[src/rtl/memory_arbiter_rr_tagged_if.sv]
// rtl/memory_arbiter_rr_tagged_if.sv - request, memory and response bundle for the tagged round-robin read arbiter
interface memory_arbiter_rr_tagged_if #(
  parameter int N                 = 5,
  parameter int MEMORY_ADDR_WIDTH = 11,
  parameter int MEMORY_WIDTH      = 16,
  parameter int OUTSTANDING_DEPTH = 4
);
  localparam int CNT_WIDTH = $clog2(OUTSTANDING_DEPTH) + 1;

  logic [N-1:0]                   in_valid;
  logic [N*MEMORY_ADDR_WIDTH-1:0] in_addr;
  logic [N-1:0]                   in_ready;
  logic                           out_valid;
  logic [MEMORY_ADDR_WIDTH-1:0]   out_addr;
  logic                           out_ready;
  logic                           mem_rsp_valid;
  logic [MEMORY_WIDTH-1:0]        mem_rsp_data;
  logic [N-1:0]                   rsp_valid;
  logic [MEMORY_WIDTH-1:0]        rsp_data;
  logic [CNT_WIDTH-1:0]           outstanding;
  logic                           rsp_error;

  // master: requesters plus memory model; slave: the arbiter
  modport master (
    output in_valid, in_addr, out_ready, mem_rsp_valid, mem_rsp_data,
    input  in_ready, out_valid, out_addr, rsp_valid, rsp_data, outstanding, rsp_error
  );

  modport slave (
    input  in_valid, in_addr, out_ready, mem_rsp_valid, mem_rsp_data,
    output in_ready, out_valid, out_addr, rsp_valid, rsp_data, outstanding, rsp_error
  );
endinterface

[src/rtl/memory_arbiter_rr_tagged.sv]
// rtl/memory_arbiter_rr_tagged.sv - round-robin read arbiter with in-order id FIFO routing responses back to requesters
module memory_arbiter_rr_tagged #(
  parameter int N                 = 5,
  parameter int MEMORY_ADDR_WIDTH = 11,
  parameter int MEMORY_WIDTH      = 16,
  parameter int OUTSTANDING_DEPTH = 4
) (
  input logic                        clk,
  input logic                        rst,
  memory_arbiter_rr_tagged_if.slave  bus
);
  localparam int ID_WIDTH  = (N > 2) ? $clog2(N) : 1;
  localparam int CNT_WIDTH = $clog2(OUTSTANDING_DEPTH) + 1;
  localparam int PTR_WIDTH = $clog2(OUTSTANDING_DEPTH);

  localparam logic [CNT_WIDTH-1:0] DEPTH_C = CNT_WIDTH'(OUTSTANDING_DEPTH);
  localparam logic [ID_WIDTH-1:0]  LAST_ID = ID_WIDTH'(N - 1);
  localparam logic [N-1:0]         ONE_N   = N'(1);

  logic [ID_WIDTH-1:0]  last_grant_q, last_grant_d;
  logic [PTR_WIDTH-1:0] wr_ptr_q, wr_ptr_d;
  logic [PTR_WIDTH-1:0] rd_ptr_q, rd_ptr_d;
  logic [CNT_WIDTH-1:0] cnt_q, cnt_d;
  logic                 err_q, err_d;
  logic [ID_WIDTH-1:0]  id_fifo_q [OUTSTANDING_DEPTH];

  logic [ID_WIDTH-1:0]  winner;
  logic [ID_WIDTH-1:0]  cand;
  logic                 found;
  logic [ID_WIDTH-1:0]  head_id;
  logic                 out_valid_w;
  logic                 handshake;
  logic                 pop;
  logic                 spurious;

  // Scan starts one past the last grant so the previous winner is considered last.
  always_comb begin
    winner = last_grant_q;
    found  = 1'b0;
    cand   = '0;
    for (int k = 1; k <= N; k++) begin
      cand = ID_WIDTH'((int'(last_grant_q) + k) % N);
      if (!found && bus.in_valid[cand]) begin
        winner = cand;
        found  = 1'b1;
      end
    end
  end

  // A full FIFO blocks issue even if a response pops this cycle; the slot frees next cycle.
  assign out_valid_w = !rst && (|bus.in_valid) && (cnt_q < DEPTH_C);
  assign handshake   = out_valid_w && bus.out_ready;

  assign bus.out_valid = out_valid_w;
  assign bus.out_addr  = bus.in_addr[winner*MEMORY_ADDR_WIDTH +: MEMORY_ADDR_WIDTH];
  assign bus.in_ready  = handshake ? (ONE_N << winner) : '0;

  assign head_id  = id_fifo_q[rd_ptr_q];
  assign pop      = !rst && bus.mem_rsp_valid && (cnt_q != '0);
  assign spurious = bus.mem_rsp_valid && (cnt_q == '0);

  assign bus.rsp_valid   = pop ? (ONE_N << head_id) : '0;
  assign bus.rsp_data    = bus.mem_rsp_data;
  assign bus.outstanding = cnt_q;
  assign bus.rsp_error   = err_q;

  always_comb begin
    last_grant_d = handshake ? winner : last_grant_q;
    wr_ptr_d     = wr_ptr_q + PTR_WIDTH'(handshake);
    rd_ptr_d     = rd_ptr_q + PTR_WIDTH'(pop);
    err_d        = err_q | spurious;
    cnt_d        = cnt_q;
    case ({handshake, pop})
      2'b10:   cnt_d = cnt_q + CNT_WIDTH'(1);
      2'b01:   cnt_d = cnt_q - CNT_WIDTH'(1);
      default: cnt_d = cnt_q;
    endcase
  end

  always_ff @(posedge clk) begin
    if (rst) begin
      last_grant_q <= LAST_ID;
      wr_ptr_q     <= '0;
      rd_ptr_q     <= '0;
      cnt_q        <= '0;
      err_q        <= 1'b0;
    end else begin
      last_grant_q <= last_grant_d;
      wr_ptr_q     <= wr_ptr_d;
      rd_ptr_q     <= rd_ptr_d;
      cnt_q        <= cnt_d;
      err_q        <= err_d;
    end
  end

  // Id storage needs no reset: entries are only read behind a valid count.
  always_ff @(posedge clk) begin
    if (handshake) begin
      id_fifo_q[wr_ptr_q] <= winner;
    end
  end
endmodule
[src/flat_wrapper.sv]
// flat-port wrapper written by rule: the top's interface ports become plain ports
module memory_arbiter_rr_tagged_flat 
#(
  parameter int N                 = 5,
  parameter int MEMORY_ADDR_WIDTH = 11,
  parameter int MEMORY_WIDTH      = 16,
  parameter int OUTSTANDING_DEPTH = 4
)
  (clk, rst, bus_in_valid, bus_in_addr, bus_out_ready, bus_mem_rsp_valid, bus_mem_rsp_data, bus_in_ready, bus_out_valid, bus_out_addr, bus_rsp_valid, bus_rsp_data, bus_outstanding, bus_rsp_error);
  memory_arbiter_rr_tagged_if #(.N(N), .MEMORY_ADDR_WIDTH(MEMORY_ADDR_WIDTH), .MEMORY_WIDTH(MEMORY_WIDTH), .OUTSTANDING_DEPTH(OUTSTANDING_DEPTH)) bus_i ();
  input logic clk;
  input logic rst;
  input wire logic [$bits(bus_i.in_valid)-1:0] bus_in_valid;
  input wire logic [$bits(bus_i.in_addr)-1:0] bus_in_addr;
  input wire logic [$bits(bus_i.out_ready)-1:0] bus_out_ready;
  input wire logic [$bits(bus_i.mem_rsp_valid)-1:0] bus_mem_rsp_valid;
  input wire logic [$bits(bus_i.mem_rsp_data)-1:0] bus_mem_rsp_data;
  output wire logic [$bits(bus_i.in_ready)-1:0] bus_in_ready;
  output wire logic [$bits(bus_i.out_valid)-1:0] bus_out_valid;
  output wire logic [$bits(bus_i.out_addr)-1:0] bus_out_addr;
  output wire logic [$bits(bus_i.rsp_valid)-1:0] bus_rsp_valid;
  output wire logic [$bits(bus_i.rsp_data)-1:0] bus_rsp_data;
  output wire logic [$bits(bus_i.outstanding)-1:0] bus_outstanding;
  output wire logic [$bits(bus_i.rsp_error)-1:0] bus_rsp_error;
  assign bus_i.in_valid = bus_in_valid;
  assign bus_i.in_addr = bus_in_addr;
  assign bus_i.out_ready = bus_out_ready;
  assign bus_i.mem_rsp_valid = bus_mem_rsp_valid;
  assign bus_i.mem_rsp_data = bus_mem_rsp_data;
  assign bus_in_ready = bus_i.in_ready;
  assign bus_out_valid = bus_i.out_valid;
  assign bus_out_addr = bus_i.out_addr;
  assign bus_rsp_valid = bus_i.rsp_valid;
  assign bus_rsp_data = bus_i.rsp_data;
  assign bus_outstanding = bus_i.outstanding;
  assign bus_rsp_error = bus_i.rsp_error;
  memory_arbiter_rr_tagged #(.N(N), .MEMORY_ADDR_WIDTH(MEMORY_ADDR_WIDTH), .MEMORY_WIDTH(MEMORY_WIDTH), .OUTSTANDING_DEPTH(OUTSTANDING_DEPTH)) u_core (.clk(clk), .rst(rst), .bus(bus_i));
endmodule
[config.mk]
export PLATFORM = sky130hd
export DESIGN_NAME = memory_arbiter_rr_tagged_flat
export DESIGN_NICKNAME = d
export VERILOG_FILES = /design/src/rtl/memory_arbiter_rr_tagged_if.sv /design/src/rtl/memory_arbiter_rr_tagged.sv /design/src/flat_wrapper.sv
export SDC_FILE = /design/constraint.sdc
export NUM_CORES = 1
export LEC_CHECK = 0
export ABC_AREA = 0
export ABC_CLOCK_PERIOD_IN_PS = 16100
export CORE_MARGIN = 2
export CORE_UTILIZATION = 51
export CTS_CLUSTER_SIZE = 14
export DETAILED_ROUTE_END_ITERATION = 10
export GPL_TIMING_DRIVEN = 0
export PLACE_DENSITY = 0.95
export SYNTH_ARGS = -nofsm -noshare
export SYNTH_HDL_FRONTEND = slang
export SYNTH_SLANG_ARGS = --single-unit
[constraint.sdc]
create_clock -name clk -period 16.1 [get_ports clk]
set_input_delay 3.22 -clock clk [delete_from_list [all_inputs] [get_ports clk]]
set_output_delay 3.22 -clock clk [all_outputs]
set_load 0.03 [all_outputs]
==> impl_metrics.toml <==
[synth]
seq_area_frac_synth_pct = 15.8
synth.net_count = 565
ys_types = 80
ys_warn_count = 0
synth_area_sq_um = 3660
synth_edf_count = 12
ys_ff_latch = 23
netlist_instances = 454
synthArstFlopShare_pct = 0
synth_ff_type = "edfxtp_1"
synth.avg_cell_area_sq_um = 8.07

[clocking]
postCtsHoldBufs = 0
cts_made_buffers = 3
h-tree-depth = 1
cts_sinks = 23
post_cts_buffers = 0
clk_latency_ps = 270
cts_resized = 0
cts_buffer_depth = 2
cts_tree = "yes"
clk_pin_slew_ps = 80
clockRootBuffer = "clkbuf_8"

[worst_hold_path]
hold_start = "u_core.bus.rsp_error"
holdCritPathClass = "reg -> reg"
min_to = "u_core.bus.rsp_error"
hold-path-cell-count = 2

[final_layout]
fin_cells = 657
fillCellCount = 522
final_util_pct = 70.8
regArea_sq_um = 581
multi_input_area_sq_um = 2710
layout_common_cells = "clkdlybuf4s50_1, nor2_1, ha_1, nand2_1, inv_1"
diodes = 0
syn2layout_area_growth_pct = 32.7
drive_above_1_share_pct = 10.9
mostFrequentLayoutCell = "clkdlybuf4s50_1"
nets = 673

[sta]
final.min_clock_period_ps = 11250
relSlewSlack_pct = 46.3
layout_worst_path_cycle_share_pct = 69.9
finalClockSkew_ps = 4.19
hold_viol = 0
drv_slew = 0
setup_viol = 0
worst-slew-pin-transition_ps = 793
worst_slack_ps = 4850
fmax_mhz = 88.9
rsz0062_at_grt = "no"
setup-tns-final_ps = 0

[route]
first_iter_violations = 379
drc = 0
via_count = 4149
antenna_left = 0
wl_mm = 11.9
drt-vias-per-instance = 6.32
wl_per_cell_microns = 18.2
drtPass1Iterations = 7

[worst_setup_path]
critical_path.max_stage_delay_ps = 730
r2r_slack_ps = 10040
cp.required_ps = 12880
crit_path_end_kind = "output port"
path_cells = "clkdlybuf4s50_1 -> mux2_2 -> o311ai_0 -> a21oi_1 -> o311ai_1 -> a21oi_1 -> or3b_1 -> a211oi_1 -> a211oi_1 -> o21ai_1 -> nand2b_1 -> clkbuf_1 -> o221ai_1 -> clkdlybuf4s50_1"
critPathKind = "in -> out"
cp-start-kind = "primary input"
crit_buf_inv = 3
worstPathArrival_ps = 8030
critPathMaxFanout = 10
ff2ff_path_depth = 19
cp_slowest_cell = "clkdlybuf4s50_1"
r2r-end = "u_core.last_grant_q[1]"
r2r-start = "u_core.last_grant_q[0]"
crit_family = "compound AO/OA/AOI/OAI gates"

[job]
maxCapViolations = 0

[floorplanning]
die_y_microns = 88.8
io_pins = 122
die_area_sq_um = 7880
start_util_pct = 53.4
placementRows = 30
die_w_microns = 88.8
core_area_sq_um = 6870

[placement]
placed_cells = 653
dp_hpwl_mm = 9.41
routabilityCongestion = 0.996
place_ws_ps = 5080
portBuffers = 103

[grt]
grt_max_degree = 14
grt_pass1_wl_mm = 18.5
antenna_found_initial = 0
grt_pass1_vias = 3940
overflow = 0
grtUsageTotal_pct = 29.0

[status]
run_status = "finished clean"
==> final cells by class <==
cell class,count,area share (%)
buffer,45,5.61
clock buffer,3,0.849
multi-input combinational,359,55.7
clock inverter,1,0.103
timing repair buffer,103,21.2
tap,96,2.47
inverter,27,2.14
sequential,23,11.9
==> cells in the mapped netlist, types with 12 or more instances <==
library cell / number / share of area, %
nand2_1: 28 / 2.9
nand3_1: 14 / 1.9
buf_4: 16 / 3.3
ha_1: 29 / 9.9
nor2_1: 33 / 3.4
nor3_1: 15 / 2.0
a21oi_1: 18 / 2.5
nand4_1: 17 / 2.9
edfxtp_1: 12 / 9.8
inv_1: 25 / 2.6
o21ai_0: 17 / 2.3
mux2i_1: 24 / 6.6
==> metrics by stage <==
stage	instance area, sq um	hold WS, ps
finish	4860	487
global route	4860	520
CTS	4860	495
detailed placement	4820	477
global placement	4820	450
floorplan	3660	529
==> state kept, by name, indices dropped and copies added, names as in the netlist <==
signal and flops:
u_core.id_fifo_q 12, u_core.bus.outstanding 3, u_core.last_grant_q 3, u_core.rd_ptr_q 2, u_core.wr_ptr_q 2, u_core.bus.rsp_error 1
==> how the worst max path moves through the flow <==
| stage | slack (ps) | end | startpoint | cells past startpoint |
|---|---|---|---|---|
| after global routing | 4650 | bus_out_addr[3] | bus_in_valid[3] | 14 |
| final | 4850 | bus_out_addr[3] | bus_in_valid[3] | 14 |
| after detailed placement | 5080 | bus_out_addr[3] | bus_in_valid[3] | 14 |
| after CTS | 5050 | bus_out_addr[3] | bus_in_valid[3] | 14 |
| after floorplan | 6370 | bus_in_ready[1] | bus_in_valid[0] | 13 |
| after global placement | 5250 | bus_out_addr[3] | bus_in_valid[3] | 14 |
==> logic make-up after synthesis <==
group                      Yosys count  synth area share [%]
muxes                               33                  11.0
buffers and inverters               72                  10.3
adders and majority gates           31                  11.0
AOI/OAI and AO/OA                  120                  24.5
and+or+nand+nor                    162                  23.7
xor gates and xnor gates            13                  3.72
DFF                                 23                  15.8
==> metal layers <==
| layer | global-route usage [%] | part of all wire [%] | vias up |
|---|---|---|---|
| li1 | - | - | 1929 |
| met1 | 36.8 | 38 | 1936 |
| met2 | 51.9 | 51 | 247 |
| met3 | 3.36 | 8.8 | 37 |
| met4 | 7.44 | 2.0 | 0 |
| met5 | 0 | 0 | - |
==> tightest hold or removal path, delay by kind of cell (launching register included) <==
| kind | cells | cell delay [ps] |
|---|---|---|
| DFF | 1 | 340 |
| AOI/OAI and AO/OA | 1 | 50 |
| and+or+nand+nor | 1 | 70 |
Power is not shown: default switching activity piles up to over one toggle a cycle in this logic, so the estimate is an artifact.
